[src/rtl/ysyx_22041207_rd_resp.sv]
// Read-channel responder: accepts one fetch read, waits LATENCY cycles, returns byte-shifted masked data.
// Optional address range check is enabled by defining YSYX_22041207_RD_RESP_ERR_EN.
module ysyx_22041207_rd_resp #(
  parameter int unsigned LATENCY  = 1,
  parameter logic [63:0] MEM_BASE = 64'h8000_0000,
  parameter logic [63:0] MEM_SIZE = 64'h0800_0000
) (
  input  logic        clk,
  input  logic        rst,
  input  logic        rx_r_valid_i,
  output logic        rx_r_ready_o,
  input  logic [63:0] rx_r_addr_i,
  input  logic [7:0]  rx_r_size_i,
  output logic [63:0] rx_data_read_o,
  output logic        rx_data_valid,
  input  logic        rx_data_ready,
  output logic        rx_data_err,
  output logic [63:0] mem_raddr,
  input  logic [63:0] mem_rdata,
  output logic [1:0]  dbg_state
);

  // Handshakes: a transfer on either channel happens on a rising edge where valid and ready are both high.
  typedef enum logic [1:0] {
    S_IDLE = 2'd0,
    S_WAIT = 2'd1,
    S_RESP = 2'd2
  } state_t;

  localparam logic [3:0] CNT_INIT = 4'(LATENCY - 1);

  state_t      state_q, state_d;
  logic [3:0]  cnt_q;
  logic [2:0]  off_q;
  logic [7:0]  size_q;
  logic        err_q;
  logic        acc_err;
  logic        accept;
  logic        wait_done;
  logic        resp_done;
  logic [63:0] shifted;
  logic [63:0] lane_mask;

`ifdef YSYX_22041207_RD_RESP_ERR_EN
  assign acc_err = (rx_r_addr_i < MEM_BASE) || (rx_r_addr_i >= MEM_BASE + MEM_SIZE);
`else
  logic unused_cfg;
  assign unused_cfg = ^{MEM_BASE, MEM_SIZE};
  assign acc_err    = 1'b0;
`endif

  assign rx_r_ready_o = (state_q == S_IDLE);
  assign dbg_state    = state_q;
  assign accept       = (state_q == S_IDLE) && rx_r_valid_i;
  assign wait_done    = (state_q == S_WAIT) && (cnt_q == 4'd0);
  assign resp_done    = (state_q == S_RESP) && rx_data_ready;

  // Bytes above the top of the word shift in as zero; the access never spills into the next word.
  assign shifted = mem_rdata >> {off_q, 3'b000};

  always_comb begin
    lane_mask = '0;
    for (int i = 0; i < 8; i++) begin
      lane_mask[8*i +: 8] = {8{size_q[i]}};
    end
  end

  always_comb begin
    state_d = state_q;
    case (state_q)
      S_IDLE:  if (rx_r_valid_i) state_d = S_WAIT;
      S_WAIT:  if (cnt_q == 4'd0) state_d = S_RESP;
      S_RESP:  if (rx_data_ready) state_d = S_IDLE;
      default: state_d = S_IDLE;
    endcase
  end

  always_ff @(posedge clk or posedge rst) begin
    if (rst) begin
      state_q <= S_IDLE;
    end else begin
      state_q <= state_d;
    end
  end

  always_ff @(posedge clk or posedge rst) begin
    if (rst) begin
      cnt_q          <= '0;
      off_q          <= '0;
      size_q         <= '0;
      err_q          <= 1'b0;
      mem_raddr      <= '0;
      rx_data_read_o <= '0;
      rx_data_valid  <= 1'b0;
      rx_data_err    <= 1'b0;
    end else begin
      if (accept) begin
        off_q  <= rx_r_addr_i[2:0];
        size_q <= rx_r_size_i;
        cnt_q  <= CNT_INIT;
        err_q  <= acc_err;
        // A rejected address leaves the memory port pointing at the last legal word.
        if (!acc_err) mem_raddr <= {rx_r_addr_i[63:3], 3'b000};
      end
      if ((state_q == S_WAIT) && (cnt_q != 4'd0)) cnt_q <= cnt_q - 4'd1;
      if (wait_done) begin
        rx_data_read_o <= err_q ? 64'd0 : (shifted & lane_mask);
        rx_data_valid  <= 1'b1;
        rx_data_err    <= err_q;
      end
      if (resp_done) begin
        rx_data_valid <= 1'b0;
        rx_data_err   <= 1'b0;
      end
    end
  end

endmodule

[config.mk]
export PLATFORM = sky130hd
export DESIGN_NAME = ysyx_22041207_rd_resp
export DESIGN_NICKNAME = d
export VERILOG_FILES = /design/src/rtl/ysyx_22041207_rd_resp.sv
export SDC_FILE = /design/constraint.sdc
export NUM_CORES = 1
export LEC_CHECK = 0
export CAP_MARGIN = 20
export CORE_MARGIN = 2
export CORE_UTILIZATION = 46
export CTS_CLUSTER_SIZE = 12
export DETAILED_ROUTE_END_ITERATION = 16
export DONT_BUFFER_PORTS = 1
export GPL_TIMING_DRIVEN = 0
export SLEW_MARGIN = 30
export SYNTH_ARGS = -nofsm -noshare
export SYNTH_HDL_FRONTEND = slang
export SYNTH_SLANG_ARGS = --single-unit
export TNS_END_PERCENT = 1
[constraint.sdc]
create_clock -name clk -period 5.25 [get_ports clk]
set_input_delay 1.05 -clock clk [delete_from_list [all_inputs] [get_ports clk]]
set_output_delay 1.05 -clock clk [all_outputs]
set_load 0.05 [all_outputs]
[Yosys cells after proc, flatten, opt, wreduce, memory -nomap -nowiden]
Cells that the tools add are included.
Storage, ports and cells
  register bits: 144
  output and inout port bits: 133
  logic and storage cells: 36
Cells by class
  $add $sub $neg: 1
  eq/ne operators: 5
  shifts and indexed selects: 1
  multiplexer cells: 10
  bitwise gates (word level): 1
  reduce and logical (&&, ||, !) cells: 10
Operators by type and width (count)
  $and 64x64->64: 1
  $shr 64x6->64: 1
  $mux 4: 2
  $mux 2: 3
  $ne 2x2->1 const B: 3
  $pmux 2 s3: 1
  $logic_and 1x1->1: 4
  $logic_not 4->1: 1
  $mux 1: 4
  $reduce_bool 2->1: 2
  $reduce_bool 4->1: 1
  $sub 4x1->4 const B: 1
  $reduce_and 3->1: 1
  $eq 2x1->1 const B: 1
  $eq 2x2->1 const B: 1
  $logic_not 2->1: 1

[Logic depth before layout (Yosys ltp)]
Gate-level depths: netlist (run 1).
  depth after elaboration: 4
  gate-level depth with buffers: 9
  depth with buffers taken out: 6

[Least setup slack after synthesis (run 1)]
No wires, ideal clock.
  path type: register -> output
  start point: reg state_q[0], in the netlist dbg_state[0]
  end point: out rx_r_ready_o
  data arrival time: 1398 ps
  data required time: 4200 ps
  setup slack: 2802 ps
  stages on the path, launching flop included: 2
  path buffers: 0
  cell sequence: dfrtp_1 > nor2_1
On the way
  cells in the longest elaborated chain, start to end: 1
Ends and longest elaborated chain
  start, declared: line 32  | state_t state_q, state_d;
  start signal, assigned: line 82  | state_q <= state_d;
  $logic_not 2->1: line 52  | assign rx_r_ready_o = (state_q == S_IDLE);
  end, declared: line 11  | output logic rx_r_ready_o,
No other way between the ends.

[Worst setup path after layout (run 1)]
Same ends and word-level chain as after synthesis.

==> results.md, run 1 <==
- Status: finished clean
- Chip width: between 100 and 150 um
- Max IR drop VDD: ~0.00037 V
- Post-synth top cells: nand2_1 (296), dfrtp_1 (143), o21ai_0 (41)
- Worst Skew: between 0.01 and 0.015 ns
- Critical Path End Type: output port
- Root buf cell: clkbuf_16
- Critical path data arrival time: 1.70 ns
- First-pass GRT wire length: 33600 um
- Lkg Pwr: around 3.8 nW
- Final WS setup: 2.50 ns
- Critical Path Start Type: flop
- Detailed router's first-iteration violation count: ~410
- RR Endpoint: mem_raddr[57]
- TritonCTS clock tree: built
- Gr ovfl total: 0
- GPL Wtd Cong: ~0.98
- Unique masters post-synth: 41
- Post-route minimum period: approximately 2.7 ns
- Power share of the combinational group: between 30% and 40%
- Critical path peak fanout: 6
- Worst slack at placement: approximately 2.5 ns
- Final cell count without fillers: 978
- Max-cap viol count: 0
- Synth Cell Area: 7090 um2
- # hold bufs at CTS: 0
- Post-synthesis compound-gate area fraction: about an eighth
- Worst Setup SP: dbg_state[0]
- Final hold viol count: 0
- Clock-pin slew on the worst setup and hold paths: 0.06 ns
- Antenna violations before repair: 0
- Reg power frac: around 50%
- Seq/Total Area, Yosys: about half
- Cell Rows: 45
- Reg2Reg Setup Slack: roughly 2.8 ns
- CTS buffer count: 17
- Worst reg2reg path startpoint: dbg_state[0]
- Synth area leader: dfrtp_1
- Slowest stage delay, CP: about 0.64 ns
- Largest net degree at the start of global routing: 90
- Top delay family on crit path: simple AND/OR/NAND/NOR gates
- Multiplexer share of the synthesized area: between 10 and 15%
- Synth Flop Type: dfrtp_1
- Most common cell in the synthesized netlist: nand2_1
- Post-synth EDFFs: 0
- Unrepaired setup endpoints after global routing: no
- Final wirelength: ~22000 um
- Number of I/O port buffers: 0
- H-tree depth: 4
- Register-to-Register Path Depth: 6
- Worst min-delay path category: in2async
- First-pass iteration count of the detailed router: 5
- N_diodes: 0
- Critical path buffers and inverters: 0
- NetSw: 0.00354 W
- I/O Pins: 273
- DRC viols: 0
- GR Util met1: about a third
- Setup-failing EPs final: 0
- Mapped Cells: between 700 and 800
- Tcrit/Tclk final: a little over half
- Slew Viols, Final: 0
- Post-Synth Simple-Gate Area: between 20% and 30%
- Syn Area/Cell: approximately 9.4 um2
- Stages on worst setup path: 1
- Starting Density: ~47%
- PwrDens: 823 nW/um2
- Setup CP Type: reg2out
- Largest family of logic cells by synthesized area: simple AND/OR/NAND/NOR gates
- WL/cell: between 20 and 25 um
- Ys async rst share: 100%
- Via/cell ratio: 5.84
- Nets@finish: just over 900
- Portion of total power attributed to the clock network: between 10% and 20%
- Skew-Pair Late Insertion Delay: about 0.43 ns
- Most Crowded Layer GR: met2
- Slew headroom: 48.9%
- Layout cells sized above 1: ~15%
- Post-CTS sizing: 0
- Cells after DPL: 946
- Share of the synthesized area in the top cell type: between 50% and 60%
- Post-route ant nets: 0
- Slowest CP cell: nor2_2
- Synth area leaders: dfrtp_1 (50%), nand2_1 (16%), mux2_2 (4.8%)
- Met3 Usage GRT: 11.3%
- Core area: ~15000 um2
- Cell chain of the critical path: nor2_2
- Die area: 16400 um2
- Net Sw Frac: a little over half
- Die H: between 100 and 150 um
- Measured slew at the worst slew-check pin: about 0.76 ns
- Adder-Cell Fraction of Synth Area: less than 1%
- Clock sink total: about 140
- Post-CTS setup buffer count: 0
- Global-route usage over all layers: 27.5%
- F_max: 364 MHz
- #FFs+latches synth: 143
- DP HPWL: approximately 17000 um
- Xor/xnor cell area share of the yosys netlist: less than 1%
- Met2 Use GR: around 44%
- Req. time, crit path: between 4 and 5 ns
- Number of global-route vias before repair: approximately 5900
- Pint: 0.00301 W
- Clk buf depth: 2
- Via count: between 5000 and 6000
- Synth Warn #: 0
- Synth-to-layout area growth: 12.3%
==> metrics by stage <==
| stage | area [um2] | TNS, ns | hold WS (ns) | total power (W) | utilization [%] |
|---|---|---|---|---|---|
| 3_5_place_dp | 7380 | 0 | 0.480 | 0.00537 | 48.7 |
| 4_1_cts | 7960 | 0 | 0.483 | 0.00658 | 52.6 |
| 3_3_place_gp | 7340 | -129.96 | 0.471 | 0.00530 | 48.5 |
| 2_1_floorplan | 7110 | 0 | 0.437 | 0.00474 | - |
| 6_report | 7960 | 0 | 0.480 | 0.00655 | 52.6 |
| 5_1_grt | 7960 | 0 | 0.497 | 0.00692 | 52.6 |
==> worst max-delay path by stage <==
stage	end	slack [ns]
6_report	rx_r_ready_o	2.50
2_1_floorplan	cnt_q[0]	0.36
3_5_place_dp	size_q[6]	2.50
5_1_grt	rx_r_ready_o	2.44
3_3_place_gp	rx_data_read_o[40]	-0.92
4_1_cts	rx_r_ready_o	2.23
==> sequential cells by signal, indices dropped and copies added (netlist names) <==
register,count
off_q,3
size_q,8
mem_raddr,61
dbg_state,2
rx_data_valid,1
rx_data_read_o,64
cnt_q,4
==> placed cells by master, fill, tap and decap left out, types with 3 or more instances in the layout <==
| master | n |
|---|---|
| nand2_1 | 296 |
| dfrtp_1 | 143 |
| o21ai_0 | 41 |
| mux2i_1 | 31 |
| mux2_2 | 30 |
| clkbuf_1 | 22 |
| nor2_1 | 20 |
| nand3_1 | 19 |
| buf_2 | 18 |
| clkbuf_16 | 17 |
| o31ai_1 | 16 |
| a22o_1 | 15 |
| mux4_2 | 10 |
| o22ai_1 | 8 |
| o221ai_1 | 8 |
| o31ai_2 | 8 |
| buf_6 | 7 |
| a22oi_1 | 7 |
| inv_1 | 6 |
| buf_4 | 6 |
| or2_2 | 6 |
| a32oi_1 | 6 |
| buf_1 | 4 |
| conb_1 | 4 |
| inv_6 | 4 |
| nor2b_1 | 3 |
| nor3_1 | 3 |
| inv_8 | 3 |
| clkinv_2 | 3 |
==> cells by family (layout without fill, tap and decap cells) <==
kind of cell,count (synthesis),in the layout
simple gates,358,358
flops,143,143
compound gates,116,116
mux,71,71
buf+inv,63,96
fa+ha+maj,1,1
other cells,1,4
xor+xnor,1,1
==> layer usage <==
metal / vias up / wire length [um]
met5: - / 0
met4: 0 / 861
met3: 50 / 2420
met2: 338 / 10500
met1: 2710 / 8370
li1: 2609 / -
==> power by group through the flow <==
| stage | clock network [W] | registers, W | logic, W |
|---|---|---|---|
| 3_3_place_gp | 0 | 0.00332 | 0.00198 |
| 5_1_grt | 0.00129 | 0.00336 | 0.00227 |
| 6_report | 0.00121 | 0.00330 | 0.00205 |
| 4_1_cts | 0.00123 | 0.00331 | 0.00205 |
| 3_5_place_dp | 0 | 0.00332 | 0.00205 |
| 2_1_floorplan | 0 | 0.00318 | 0.00156 |
==> layout make-up <==
cell class	count	area [um2]
Tap cell	188	235
Sequential cell	143	3580
Clock buffer	18	429
Clock inverter	14	156
Fill cell	1381	7180
Buffer	56	308
Inverter	7	33.8
Multi-Input combinational cell	551	3200
Timing Repair Buffer	1	27.5
Note: power is estimated with default switching activity, not from simulation.
==> run 2, diff against run 1 <==
==> constraint.sdc (replaced) <==
create_clock -name clk -period 2.8 [get_ports clk]
set_input_delay 0.56 -clock clk [delete_from_list [all_inputs] [get_ports clk]]
set_output_delay 0.56 -clock clk [all_outputs]
set_load 0.05 [all_outputs]
==> run 2 against run 1 <==
  * Total power increased by 90%
  * Cell area increased by 1.3%
  * Cell count increased by 0.31%
  * Register-to-register slack got worse by 2.4 ns
  * Combinational power increased by 90%
  * Critical path type is now reg2reg
  * Critical path depth increased by 5
  * First-iteration DRC count decreased by 17%
  * Count of clock-buffer cells in the layout decreased by 1
  * Non-clock buffer count increased by 4
  * Worst setup slack got worse by 2.2 ns
  * Clock skew decreased by 0.0048 ns
==> results.md, run 2 (same netlist as run 1, synthesis figures left out) <==
- Status: finished clean
- Total negative slack: 0 ns
- Setup-failing EPs final: 0
- PwrDens: roughly 1500 nW/um2
- Gr ovfl total: 0
- Global-route usage over all layers: around 28%
- First-pass GRT wire length: roughly 34000 um
- Critical path buffers and inverters: 2
- Starting Density: a little under half
- Chip width: 128 um
- Top delay family on crit path: simple AND/OR/NAND/NOR gates
- GPL Wtd Cong: 0.969
- CTS buffer count: 17
- Multi-input logic area: between 3000 and 4000 um2
- Worst Skew: approximately 0.0095 ns
- TritonCTS clock tree: built
- Most flop-heavy register: rx_data_read_o
- PnR Total Power: approximately 0.012 W
- Post-route ant nets: 0
- Clk buf depth: 2
- Number of I/O port buffers: 0
- Antenna violations before repair: 0
- Critical path data arrival time: between 2 and 3 ns
- Cell Rows: 45
- Measured slew at the worst slew-check pin: just over 0.8 ns
- Die area: 16400 um2
- Worst min-delay path category: in2async
- Cell chain of the critical path: nor2_2 -> and2_1 -> buf_2 -> clkbuf_1 -> nand2_1 -> nand2_1
- Tcrit/Tclk final: 88.2%
- FF+latch area: around 3600 um2
- Largest register FFs: 64
- Synth-to-layout area growth: 13.7%
- Max IR drop VDD: approximately 0.00074 V
- DRC viols: 0
- Root buf cell: clkbuf_16
- Final hold viol count: 0
- Reg2Reg Setup Slack: ~0.33 ns
- WL/cell: 23.5 um
- Number of global-route vias before repair: approximately 5800
- Top Registers: rx_data_read_o: 64 flops, mem_raddr: 61 flops, size_q: 8 flops
- Slowest stage delay, CP: approximately 0.64 ns
- F_max: between 400 and 500 MHz
- Skew-Pair Late Insertion Delay: roughly 0.43 ns
- Most frequent cells in the layout: nand2_1 (296), dfrtp_1 (143), o21ai_0 (41)
- N_diodes: 0
- Critical Path Start Type: flop
- Via count: approximately 5700
- Fillers: approximately 1400
- Post-route minimum period: between 2 and 2.5 ns
- Via/cell ratio: between 5 and 6
- Detailed router's first-iteration violation count: 339
- Cells after DPL: 950
- I/O Pins: approximately 270
- Clock-pin slew on the worst setup and hold paths: 0.06 ns
- H-tree depth: 4
- Critical Path End Type: flop
- Slew headroom: 45.6%
- Critical path peak fanout: 10
- Nets@finish: between 900 and 1000
- Final cell count without fillers: between 900 and 1000
- Unrepaired setup endpoints after global routing: no
- Max-cap viol count: 0
- Core Util, Final: about 53%
- Slew Viols, Final: 0
- Final wirelength: 23000 um
- Clock sink total: ~140
- Lkg Pwr: roughly 3.9 nW
- Req. time, crit path: between 3 and 4 ns
- CP dominant cell by count: nand2_1
- Setup CP Type: reg2reg
- Largest net degree at the start of global routing: 32
- First-pass iteration count of the detailed router: 5
- Die H: 128 um
- Most common cell after layout, fill and taps aside: nand2_1
- Core area: approximately 15000 um2
- Slowest CP cell: dfrtp_1
- Layout cells sized above 1: roughly 16%
- DP HPWL: about 18000 um
## run 2: cell count changes in the layout (fill, tap and decap cells not counted), sizes merged
cell	change
buf	+4
bufinv	+1
clkbuf	-1
clkinv	-1
clkinvlp	+2
inv	-2
## run 2: path summary, 6_finish.rpt
kind,startpoint,to,cells past startpoint
worst min register to register,size_q[0],size_q[0],2
max in group asynchronous,rst,rx_data_read_o[49],4
worst max register to register,dbg_state[0],size_q[2],6
min in group clk,rx_r_addr_i[41],mem_raddr[41],2
worst min-delay path,rst,mem_raddr[9],1
worst max-delay path,dbg_state[0],size_q[2],6
## run 2: stage by stage
step	worst slack (ns)	hold WS, ns	instance area [um2]
after global routing	0.183	0.0367	8070
after CTS	0.0238	0.0209	8070
after detailed placement	0.0859	0.476	7460
after floorplan	0.449	0.437	7110
after global placement	-0.301	0.464	7340
final	0.331	0.0235	8070
## run 2: what timing repair did
item / CTS / global route
resized for setup: 0 / 1
buffers inserted: 0 / 0
setup endpoints to repair: 0 / 34
hold buffers: 0 / 0
## run 2: area by class of cell
| type | instances | share of cell area [%] |
|---|---|---|
| plain buffers | 56 | 3.81 |
| clock buffers | 17 | 5.27 |
| clock inverters | 14 | 2.25 |
| inverters | 7 | 0.372 |
| multi-input cells | 551 | 39.6 |
| flip-flops and latches | 143 | 44.3 |
| well taps | 188 | 2.92 |
| repair buffers | 5 | 1.43 |
## run 2: per-layer routing
metal / share of wire [%] / up-vias / global-route usage [%]
li1: - / 2603 / -
met1: 39 / 2743 / 33.7
met2: 49 / 293 / 47.2
met3: 9.6 / 37 / 9.81
met4: 2.4 / 0 / 9.05
met5: 0 / - / 0
## run 2: power by group
| group | total (W) | leakage [nW] | switching [W] | internal (W) |
|---|---|---|---|---|
| clock network | 0.00235 | 0.289 | 0.000934 | 0.00141 |
| logic | 0.00390 | 1.73 | 0.00243 | 0.00147 |
| registers | 0.00618 | 1.84 | 0.00332 | 0.00286 |
| total | 0.0124 | 3.86 | 0.00668 | 0.00575 |
==> run 3, diff against run 2 <==
==> constraint.sdc (replaced) <==
create_clock -name clk -period 3.2 [get_ports clk]
set_input_delay 0.64 -clock clk [delete_from_list [all_inputs] [get_ports clk]]
set_output_delay 0.64 -clock clk [all_outputs]
set_load 0.05 [all_outputs]
==> run 3 against run 2 <==
  * Die area stayed put
  * Critical endpoint unchanged
  * First-iteration DRC count did not move
  * Highest routed layer unchanged
  * Clock skew hardly changed
  * Count of clock-buffer cells in the layout unchanged
  * Via count about the same
  * Routed wire length barely moved
  * Largest cell class unchanged
  * Sequential power decreased by 12%
  * Combinational power decreased by 13%
  * Largest power group unchanged
  * Maximum frequency is 11% lower
==> results.md, run 3 (same netlist as run 1, synthesis figures left out) <==
- Post-CTS setup buffer count: 0
- Post-route minimum period: roughly 2.8 ns
- Synth-to-layout area growth: 13.7%
- Setup CP Type: reg2reg
- CTS buffer count: 17
- Starting Density: between 40% and 50%
- DP HPWL: ~18000 um
- Total negative slack: 0 ns
- Critical path data arrival time: ~3.1 ns
- Layout cells sized above 1: roughly 16%
- Root buf cell: clkbuf_16
- Gr ovfl total: 0
- Global-route usage over all layers: approximately 28%
- First-pass GRT wire length: between 30000 and 40000 um
- Critical Path End Type: flop
- Final wirelength: approximately 23000 um
- Cell Rows: 45
- Top Registers: rx_data_read_o: 64 flops, mem_raddr: 61 flops, size_q: 8 flops
- Slew Viols, Final: 0
- Core area: between 15000 and 20000 um2
- Die area: about 16000 um2
- Slew headroom: a little under a third
- DRC viols: 0
- Antenna violations before repair: 0
- Critical path peak fanout: 10
- Largest register FFs: 64
- First-pass iteration count of the detailed router: 5
- Post-route ant nets: 0
- Via count: about 5700
- Measured slew at the worst slew-check pin: 1.03 ns
- N_diodes: 0
- Req. time, crit path: 3.56 ns
- PnR Total Power: between 0.01 and 0.015 W
- Most frequent cells in the layout: nand2_1 (296), dfrtp_1 (143), o21ai_0 (41)
- Most flop-heavy register: rx_data_read_o
- GPL Wtd Cong: 0.969
- Lkg Pwr: slightly below 4 nW
- Unrepaired setup endpoints after global routing: no
- Final instance area: between 8000 and 9000 um2
- Worst Skew: ~0.0095 ns
- # hold bufs at CTS: 0
- Number of I/O port buffers: 0
- Post-CTS sizing: 0
- Clk buf depth: 2
- WL/cell: 23.5 um
- Clock sink total: around 140
- Worst min-delay path category: in2async
- Max IR drop VDD: about 0.00065 V
- I/O Pins: 273
- Max-cap viol count: 0
- TritonCTS clock tree: built
- H-tree depth: 4
- Core Util, Final: roughly 53%
- Status: finished clean
- Largest net degree at the start of global routing: 32
- Clock-pin slew on the worst setup and hold paths: 0.06 ns
- PwrDens: 1350 nW/um2
- Via/cell ratio: between 5 and 6
- Detailed router's first-iteration violation count: roughly 340
- Skew-Pair Late Insertion Delay: approximately 0.42 ns
- Final hold viol count: 0
- Tcrit/Tclk final: around 86%
- Critical Path Start Type: flop
- Number of global-route vias before repair: 5756
- Die H: roughly 130 um
- Most common cell after layout, fill and taps aside: nand2_1
- Nets@finish: slightly above 900
- F_max: about 360 MHz
- Chip width: 128 um
- Worst slack at placement: between 0.4 and 0.5 ns
- Setup-failing EPs final: 0
- Dpl cell area: 7460 um2
- Final WS setup: between 0.4 and 0.5 ns
run 3: critical path: stages (launching register included):
cell,delay [ns]
dfrtp_1,0.64
nor2_1,0.91
and2_1,0.25
buf_2,0.29
clkbuf_1,0.39
nand2_1,0.13
nand2_1,0.07
run 3: power breakdown:
| part | leakage [nW] | internal [W] | switching [W] |
|---|---|---|---|
| Combinational | 1.73 | 0.00129 | 0.00213 |
| Clock | 0.289 | 0.00124 | 0.000815 |
| Sequential | 1.84 | 0.00250 | 0.00290 |
| Total | 3.86 | 0.00503 | 0.00585 |
run 3: final cells by class:
| cell class | instances | area (um2) |
|---|---|---|
| Fill cell | 1390 | 7080 |
| Sequential cell | 143 | 3580 |
| Multi-Input combinational cell | 551 | 3190 |
| Clock buffer | 17 | 425 |
| Buffer | 56 | 308 |
| Tap cell | 188 | 235 |
| Clock inverter | 14 | 181 |
| Timing Repair Buffer | 5 | 115 |
| Inverter | 7 | 30.0 |
run 3: per-layer routing:
metal	wire length, um	GRT usage (%)
met5	0	0
met4	538	9.05
met3	2180	9.81
met2	11300	47.2
met1	8970	33.7
run 3: through the flow:
stage | std cells | hold slack (ns)
after floorplan | 757 | 0.437
after global placement | 945 | 0.464
after detailed placement | 950 | 0.478
after CTS | 981 | 0.101
after global routing | 981 | 0.117
final | 981 | 0.107
run 3: path summary, 6_finish.rpt:
kind	endpoint	slack [ns]	startpoint	depth (start not counted)
worst max register to register	size_q[2]	0.44	dbg_state[0]	6
worst min register to register	size_q[0]	0.50	size_q[0]	2
worst max-delay path	size_q[2]	0.44	dbg_state[0]	6
max in group asynchronous	rx_data_read_o[49]	2.22	rst	4
min in group clk	mem_raddr[41]	0.32	rx_r_addr_i[41]	2
worst min-delay path	mem_raddr[9]	0.11	rst	1
